<file path="src/rtl/link_pkg.sv">
// Types shared by the link transmit path: the 24-bit link word and the
// transmit arbiter's state encoding.
package link_pkg;

    localparam int LINK_DATA_W = 24;

    typedef struct packed {
        logic [15:0] payload;
        logic [7:0]  cmd;
    } link_word_t;

    typedef enum logic [1:0] {
        IDLE     = 2'd0,
        SEND     = 2'd1,
        WAIT_LOW = 2'd2
    } tx_arb_state_t;

endpackage

</file>
<file path="src/rtl/rr_arbiter.sv">
// Combinational round-robin pick: the first active request after last_grant,
// wrapping around. The pointer itself is owned by the instantiating block.
module rr_arbiter
    import link_pkg::*;
#(
    parameter int N   = 4,
    parameter int IDW = $clog2(N)
) (
    input  logic [N-1:0]   req,
    input  logic [IDW-1:0] last_grant,
    output logic [N-1:0]   grant,
    output logic [IDW-1:0] grant_idx,
    output logic           any_req
);

    logic [IDW-1:0] idx_s;
    logic           hit_s;

    // Walk the requesters starting just after last_grant; the first one seen wins.
    always_comb begin
        grant     = {N{1'b0}};
        grant_idx = {IDW{1'b0}};
        any_req   = 1'b0;
        idx_s     = {IDW{1'b0}};
        hit_s     = 1'b0;
        for (int k = 1; k <= N; k++) begin
            idx_s            = IDW'((int'(last_grant) + k) % N);
            hit_s            = req[idx_s] & ~any_req;
            grant[idx_s]     = grant[idx_s] | hit_s;
            grant_idx        = hit_s ? idx_s : grant_idx;
            any_req          = any_req | req[idx_s];
        end
    end

endmodule

</file>
<file path="src/rtl/link_tx_arbiter.sv">
// Shares the link transmit port between N_REQ requesters: round-robin grant,
// holds the word until the link consumes it, aborts on timeout or cable loss.
module link_tx_arbiter
    import link_pkg::*;
#(
    parameter int N_REQ          = 4,
    parameter int TIMEOUT_CYCLES = 4096,
    parameter int IDW            = $clog2(N_REQ)
) (
    input  logic                   clk,
    input  logic                   res_n,
    input  logic                   cable_connected,
    input  logic [N_REQ-1:0]       req_valid,
    input  logic [N_REQ*24-1:0]    req_data,
    output logic [N_REQ-1:0]       req_ready,
    output logic [23:0]            transmit_data,
    output logic                   transmit_data_valid,
    input  logic                   transmit_data_consumed,
    output logic [IDW-1:0]         grant_id,
    output logic                   busy,
    output logic                   err_timeout,
    output logic                   err_drop
);

    localparam int                CNT_W    = (TIMEOUT_CYCLES > 1) ? $clog2(TIMEOUT_CYCLES) : 1;
    localparam logic [CNT_W-1:0]  CNT_LAST = CNT_W'(TIMEOUT_CYCLES - 1);

    tx_arb_state_t    state_q, state_d;
    link_word_t       data_q, data_d;
    logic             valid_q, valid_d;
    logic [IDW-1:0]   grant_id_q, grant_id_d;
    logic [IDW-1:0]   last_grant_q, last_grant_d;
    logic [CNT_W-1:0] cnt_q, cnt_d;
    logic             busy_q, busy_d;
    logic             err_timeout_q, err_timeout_d;
    logic             err_drop_q, err_drop_d;
    logic             consumed_q;

    logic [N_REQ-1:0] pick_oh_s;
    logic [IDW-1:0]   pick_idx_s;
    logic             pick_any_s;
    logic             grant_now_s;
    logic             consumed_rise_s;

    rr_arbiter #(
        .N   (N_REQ),
        .IDW (IDW)
    ) u_rr (
        .req        (req_valid),
        .last_grant (last_grant_q),
        .grant      (pick_oh_s),
        .grant_idx  (pick_idx_s),
        .any_req    (pick_any_s)
    );

    // The accept is suppressed while reset is asserted, since nothing would be latched.
    assign grant_now_s     = res_n && (state_q == IDLE) && cable_connected && pick_any_s;
    assign req_ready       = grant_now_s ? pick_oh_s : {N_REQ{1'b0}};
    assign consumed_rise_s = transmit_data_consumed & ~consumed_q;

    // Next-state logic; in SEND a consumption edge beats cable loss, which beats timeout.
    always_comb begin
        state_d       = state_q;
        data_d        = data_q;
        valid_d       = valid_q;
        grant_id_d    = grant_id_q;
        last_grant_d  = last_grant_q;
        cnt_d         = cnt_q;
        err_timeout_d = 1'b0;
        err_drop_d    = 1'b0;
        case (state_q)
            IDLE: begin
                if (grant_now_s) begin
                    data_d       = link_word_t'(req_data[pick_idx_s * LINK_DATA_W +: LINK_DATA_W]);
                    grant_id_d   = pick_idx_s;
                    last_grant_d = pick_idx_s;
                    cnt_d        = {CNT_W{1'b0}};
                    valid_d      = 1'b1;
                    state_d      = SEND;
                end else begin
                    valid_d      = 1'b0;
                end
            end
            SEND: begin
                cnt_d = cnt_q + CNT_W'(1);
                if (consumed_rise_s) begin
                    valid_d       = 1'b0;
                    state_d       = WAIT_LOW;
                end else if (!cable_connected) begin
                    valid_d       = 1'b0;
                    err_drop_d    = 1'b1;
                    state_d       = WAIT_LOW;
                end else if (cnt_q == CNT_LAST) begin
                    valid_d       = 1'b0;
                    err_timeout_d = 1'b1;
                    state_d       = WAIT_LOW;
                end else begin
                    valid_d       = 1'b1;
                end
            end
            WAIT_LOW: begin
                valid_d = 1'b0;
                if (!transmit_data_consumed) begin
                    state_d = IDLE;
                end else begin
                    state_d = WAIT_LOW;
                end
            end
            default: begin
                valid_d = 1'b0;
                state_d = IDLE;
            end
        endcase
        busy_d = (state_d != IDLE);
    end

    // State and output registers with synchronous active-low reset.
    always_ff @(posedge clk) begin
        if (!res_n) begin
            state_q       <= IDLE;
            data_q        <= link_word_t'(24'h000000);
            valid_q       <= 1'b0;
            grant_id_q    <= {IDW{1'b0}};
            last_grant_q  <= IDW'(N_REQ - 1);
            cnt_q         <= {CNT_W{1'b0}};
            busy_q        <= 1'b0;
            err_timeout_q <= 1'b0;
            err_drop_q    <= 1'b0;
            consumed_q    <= 1'b0;
        end else begin
            state_q       <= state_d;
            data_q        <= data_d;
            valid_q       <= valid_d;
            grant_id_q    <= grant_id_d;
            last_grant_q  <= last_grant_d;
            cnt_q         <= cnt_d;
            busy_q        <= busy_d;
            err_timeout_q <= err_timeout_d;
            err_drop_q    <= err_drop_d;
            consumed_q    <= transmit_data_consumed;
        end
    end

    assign transmit_data       = data_q;
    assign transmit_data_valid = valid_q;
    assign grant_id            = grant_id_q;
    assign busy                = busy_q;
    assign err_timeout         = err_timeout_q;
    assign err_drop            = err_drop_q;

endmodule

</file>
<file path="config.mk">
export PLATFORM = sky130hd
export DESIGN_NAME = link_tx_arbiter
export DESIGN_NICKNAME = d
export VERILOG_FILES = /design/src/rtl/link_pkg.sv /design/src/rtl/rr_arbiter.sv /design/src/rtl/link_tx_arbiter.sv
export SDC_FILE = /design/constraint.sdc
export NUM_CORES = 1
export LEC_CHECK = 0
export ABC_AREA = 1
export ABC_CLOCK_PERIOD_IN_PS = 6200
export BUFFER_PORTS_ARGS = -buffer_cell sky130_fd_sc_hd__buf_2
export CAP_MARGIN = 30
export CORE_UTILIZATION = 40
export CTS_BUF_LIST = sky130_fd_sc_hd__clkbuf_8
export CTS_CLUSTER_SIZE = 25
export DETAILED_ROUTE_END_ITERATION = 8
export PLACE_DENSITY = 0.69
export SLEW_MARGIN = 20
export SYNTH_ARGS = -nofsm -noshare
export SYNTH_HDL_FRONTEND = slang
export SYNTH_SLANG_ARGS = --single-unit
</file>
<file path="constraint.sdc">
create_clock -name clk -period 6.2 [get_ports clk]
set_clock_uncertainty 0.05 [all_clocks]
set_input_delay 0.93 -clock clk [delete_from_list [all_inputs] [get_ports clk]]
set_output_delay 0.93 -clock clk [all_outputs]
set_load 0.005 [all_outputs]
</file>
* After elaboration in Yosys (flattened, before gate mapping) *
Cells that the tools add are included.
Widths: inputs -> output; s select.

operators by class
  shifts and indexed selects = 1
  bitwise logic cells = 19
  equal/unequal tests = 4
  multiplexer cells = 47
  $add $sub $neg = 5
  multiply operators = 1
  reduce and logical (&&, ||, !) cells = 14
  div/mod/pow operators = 0
  $lt $le $gt $ge = 8

operators with widths
  cell                   number
  $shiftx 96x8->24       1
  $pmux 12 s2            1
  $mux 1                 18
  $mux 2                 9
  $bmux 1 s2             8
  $add 12x1->12 const B  1
  $bwmux 4               3
  $eq 12x12->1 const B   1
  $lt 2x3->1 const B     4
  $mux 12                1
  $demux 1 s2            4
  $ge 2x1->1 const B     4
  $logic_and 1x1->1      7
  $not 1->1              7
  $or 1x1->1             7
  $pmux 2 s3             1
  $add 2x1->2 const B    2
  $add 2x2->2 const B    2
  $and 1x1->1            4
  $and 4x4->4            1
  $mul 2x2->4 const B    1
  $mux 4                 1
  $reduce_and 2->1       2
  $reduce_bool 2->1      2
  7 further kinds        7

word-level totals
  bits in latches = 0
  word-level logic and storage cells = 110
  bits in writable memories = 0
  input bits = 104
  ROM bits = 0
  output and inout port bits = 34
  register bits = 47
  memories = 0

* Logic depth before layout (Yosys ltp) *
  depth in word-level cells = 19
  mapped depth = 20
  depth with buffers taken out = 19

* By module *
A second synthesis with hierarchy kept.

unflattened totals
  cells, all modules = 504
  area total of the unflattened synthesis = 3065.4 µm²

modules (own cells, without submodules)
  module           area each (µm²)  instances  cells each
  link_tx_arbiter  2523.7           1          396
  rr_arbiter       541.8            1          108

* Worst setup path after synthesis *
Ideal clock, no wire load.

  path kind = input port to output port
  from = input port req_valid[2]
  to = output port req_ready[0]
  arrival = 2.397 ns
  buffers on the path = 1
  cell stages on the path = 17
  slack = 2.823 ns
  path through = inv_1 nand2_1 nand3_2 nand2_4 or2_1 buf_2 nand3_1 nand3_1 nand3_1 nand2_1 nand3_1 nand3_1 nand3_1 nand2_1 nand3_1 nand2_1 inv_1

between the ends
  longest elaborated chain between the ends = 17
  elaborated cells between the ends (all ways) = 33
  classes of those cells = 18 x mux; 14 x bitwise; 1 x reduce/logical

ends and longest elaborated chain
  item                          RTL line                            text
  start, declared               link_tx_arbiter.sv:13               input logic [N_REQ-1:0] req_valid,
  $bmux 1 s2                    rr_arbiter.sv:28, rr_arbiter.sv:31
  $mux 1 (not written as such)  rr_arbiter.sv:28, rr_arbiter.sv:31
  $or 1x1->1                    rr_arbiter.sv:29                    grant[idx_s] = grant[idx_s] | hit_s;
  $and 4x4->4 (no line)         -
  $bmux 1 s2                    rr_arbiter.sv:29
  $mux 1 (not written as such)  rr_arbiter.sv:29
  $or 1x1->1                    rr_arbiter.sv:29
  $bwmux 4                      rr_arbiter.sv:29
  $bmux 1 s2                    rr_arbiter.sv:29
  $mux 1 (not written as such)  rr_arbiter.sv:29
  $or 1x1->1                    rr_arbiter.sv:29
  $bwmux 4                      rr_arbiter.sv:29
  $bmux 1 s2                    rr_arbiter.sv:29
  $mux 1 (not written as such)  rr_arbiter.sv:29
  $or 1x1->1                    rr_arbiter.sv:29
  $bwmux 4                      rr_arbiter.sv:29
  $mux 4 *                      link_tx_arbiter.sv:58               assign req_ready = grant_now_s ? pick_oh_s : {N_REQ{1'b0}};
  end, declared                 link_tx_arbiter.sv:15               output logic [N_REQ-1:0] req_ready,

Every way passes the cells marked *; elsewhere a longest branch is shown, timed or not. The select of a mux whose other input is x is not followed.

* Worst setup path after layout *
  from = register last_grant_q[0]
  to = output port req_ready[3]

between the ends
  longest elaborated chain between the ends = 19
  elaborated cells between the ends (all ways) = 59
  classes of those cells = 4 x add/sub; 8 x order compare; 28 x mux; 14 x bitwise; 5 x reduce/logical

ends and longest elaborated chain
  item                                                                   RTL line                text
  start, declared                                                        link_tx_arbiter.sv:32   logic [IDW-1:0] last_grant_q, last_grant_d;
  start signal, assigned                                                 link_tx_arbiter.sv:124  last_grant_q <= IDW'(N_REQ - 1);
  start signal, assigned                                                 link_tx_arbiter.sv:135  last_grant_q <= last_grant_d;
  $add 2x1->2                                                            rr_arbiter.sv:27        idx_s = IDW'((int'(last_grant) + k) % N);
  $lt 2x3->1 (not written as such) / $ge 2x1->1 (equally long branches)  rr_arbiter.sv:29
  $logic_and 1x1->1 (not written as such)                                rr_arbiter.sv:29
  $mux 1 (not written as such)                                           rr_arbiter.sv:29
  $demux 1 s2                                                            -
  $and 4x4->4 (no line)                                                  -
  $bmux 1 s2                                                             rr_arbiter.sv:29
  $mux 1 (not written as such)                                           rr_arbiter.sv:29
  [... 3 more ...]                                                       -
  $mux 1 (not written as such)                                           rr_arbiter.sv:29
  $or 1x1->1                                                             rr_arbiter.sv:29
  $bwmux 4                                                               rr_arbiter.sv:29
  $bmux 1 s2                                                             rr_arbiter.sv:29
  $mux 1 (not written as such)                                           rr_arbiter.sv:29
  $or 1x1->1                                                             rr_arbiter.sv:29
  $bwmux 4                                                               rr_arbiter.sv:29
  $mux 4 *                                                               link_tx_arbiter.sv:58

Marks and branches as above.

==> flow_metrics.tcl <==
set metrics [dict create \
    clkTransAtPathRegs_ns 0.09 \
    place_ws_ns 1.84 \
    nFillCells 796 \
    syn_inst 536 \
    track_usage_pct 21.8 \
    yosysTopAreaCellShare_pct 28.3 \
    wire_per_inst_um 12.4 \
    syn_avg_cell_area_um2 6.20 \
    cts.sink_count 47 \
    initial_utilization_pct 42.1 \
    core_region_area_um2 7890 \
    clock_latency_ns 0.30 \
    finalMaxSlewViolations 0 \
    leakage_nw 2.12 \
    synthTopCellsByArea "dfxtp_1 28%, nor2_1 15%, nand2_1 7.0%" \
    ys_ff_latch 47 \
    yosysTopAreaCell "dfxtp_1" \
    min_period_ns 4.54 \
    drtIter0Drc 168 \
    vias 3751 \
    p_int_mw 0.607 \
    tightest_slew_ns 0.904 \
    synth_nets 645 \
    via_per_inst 4.96 \
    crit_required_ns 5.22 \
    drc_errors 0 \
    hold_viol 0 \
    die_w_um 93.1 \
    ctsLongestPathBuffers 2 \
    cts_setup_buffers 0 \
    power.density_nw_per_um2 258 \
    nets 762 \
    r2r_cells 17 \
    dr.pass1.iters 5 \
    synth_area_um2 3320 \
    hold_depth 2 \
    dieArea_um2 8670 \
    crit_path_end_kind "primary output" \
    final_area_um2 4080 \
    outcome "finished, final reports clean" \
    cts_made_buffers 5 \
    grt_pass1_wl_um 15400 \
    ios 138 \
    h-tree-depth 2 \
    relSlewSlack_pct 39.6 \
    syn_to_final_growth_pct 22.9 \
    critPathMaxFanout 16 \
    die_h_um 93.1 \
    grt_pass1_vias 3351 \
    num_antenna_cells 0 \
    p_seq_share_pct 32.7 \
    dpl.hpwl_um 7090 \
    cp.arrival_ns 3.56 \
    hold_path.class "reg2reg" \
    synth.yosys.seq_area_share_pct 28.3 \
    num_rows 32 \
    worst_slack_ns 1.66 \
    routabilityCongestion 0.845 \
    p_total_mw 1.05 \
    start_kind "register" \
    grt_antenna_before_repair 0 \
    yosysWarnings 0 \
    drtAntennaViolNets 0 \
    cts-root-buf "clkbuf_8" \
    yosys.cell_types.count 36 \
    cts_resized 0 \
    fmax_ghz 0.220 \
    setup_viol 0 \
    switching_share_pct 42.4 \
    cts_tree "yes" \
    drive_above_1_share_pct 27.8 \
    ir_worst_vdd_mv 0.115 \
    power_frac_comb_pct 50.1 \
    cap_violations 0 \
    ctsHoldBuffers 0 \
    rsz0062_at_grt "false" \
    power_switching_mw 0.447 \
    finalSetupTns_ns 0 \
    grt_max_degree 50 \
    placed_area_um2 3990 \
    port_buffers 137 \
    period_share_pct 73.2 \
    pwr-share-clk_pct 17.2 \
    final_core_util_pct 51.8 \
    wl_um 9360 \
    worst-setup-path-type "reg2out" \
    grt-ovfl-total 0 \
]
==> cell usage after synthesis <==
library cell    n
nor2_1        136
nand2_1        62
inv_1          49
dfxtp_1        47
o21ai_1        45
nand3_1        35
nor3_1         26
o21bai_1       25
a21oi_1        17
buf_2          14
inv_2          13
clkbuf_1        8
buf_6           7
o21ai_0         7
ha_1            5
nand2_2         5
a221oi_1        3
nand3_2         3
nand4_1         3
o21ai_2         3
a211oi_1        2
buf_4           2
nand2_4         2
nor2_2          2
o211ai_1        2
or2_1           2
or2_2           2
a211oi_2        1
a21oi_2         1
a32o_1          1
a41oi_1         1
nand3b_1        1
nor2_4          1
nor3b_1         1
o211ai_2        1
o221ai_1        1
==> worst max-delay path, cell delays in order (launching register included) <==
cell and delay [ns]:
dfxtp_1 0.74, inv_2 0.26, ha_1 0.41, inv_1 0.15, nand3_2 0.12, nand2_4 0.13, a211oi_2 0.06, inv_2 0.09
nor2_4 0.04, nand2_1 0.06, nand4_1 0.58, a21oi_1 0.38, nand2_1 0.08, inv_1 0.05, buf_2 0.10
==> flip-flops by register name, indices dropped and copies added, names as in the netlist <==
name and cells:
transmit_data 24, cnt_q 12, grant_id 2, last_grant_q 2, state_q 2, busy 1, consumed_q 1, err_drop 1
err_timeout 1, transmit_data_valid 1
==> logic make-up (layout without fill, tap and decap cells) <==
group           after synthesis  count (layout)  share of synthesized area (%)
simple gates                281             281                           36.6
buf+inv                      93             211                           12.8
fa+ha+maj                     5               5                           1.88
flops                        47              47                           28.3
compound gates              110             110                           20.4
==> power groups by stage <==
stage	clock (mW)	sequential, mW	combinational, mW
after floorplan	0	0.347	0.415
after global placement	0	0.351	0.506
after detailed placement	0	0.352	0.527
after CTS	0.185	0.345	0.530
after global routing	0.200	0.349	0.603
final	0.181	0.345	0.528
==> layer usage <==
metal	GRT usage, %	part of all wire (%)	wire length (um)	vias up
li1	-	-	-	1959
met1	28.6	45	4200	1658
met2	36.6	48	4460	129
met3	5.53	6.9	650	5
met4	3.08	0.47	44	0
met5	0	0	0	-
==> layout make-up <==
cell class	instances	area, um2	area share, %
clock inverter	3	16.3	0.398
sequential	47	941	23.0
tap	102	128	3.12
inverter	62	233	5.70
timing repair buffer	141	736	18.0
multi-input combinational	396	1960	48.0
clock buffer	5	68.8	1.69
==> final timing paths <==
check | startpoint | endpoint | slack (ns)
worst max-delay path | last_grant_q[0] | req_ready[3] | 1.66
worst min-delay path | cnt_q[4] | cnt_q[4] | 0.43
worst max register to register | last_grant_q[0] | transmit_data[1] | 1.79
worst min register to register | cnt_q[4] | cnt_q[4] | 0.43
==> through the flow <==
| step | std cells | hold slack (ns) |
|---|---|---|
| 2_1_floorplan | 536 | 0.403 |
| 3_3_place_gp | 746 | 0.415 |
| 3_5_place_dp | 747 | 0.419 |
| 4_1_cts | 755 | 0.434 |
| 5_1_grt | 756 | 0.459 |
| 6_report | 756 | 0.432 |
==> cell usage in the layout, fill, tap and decap left out, types with 3 or more instances in the layout <==
cell type  instances
buf_2            137
nor2_1           136
nand2_1           62
inv_1             50
dfxtp_1           47
o21ai_1           45
nand3_1           35
nor3_1            26
o21bai_1          25
a21oi_1           17
inv_2             13
o21ai_0            7
nand2_2            5
ha_1               5
clkbuf_8           5
nand3_2            3
nand4_1            3
a221oi_1           3
buf_4              3
(Power assumes the default switching activity.)
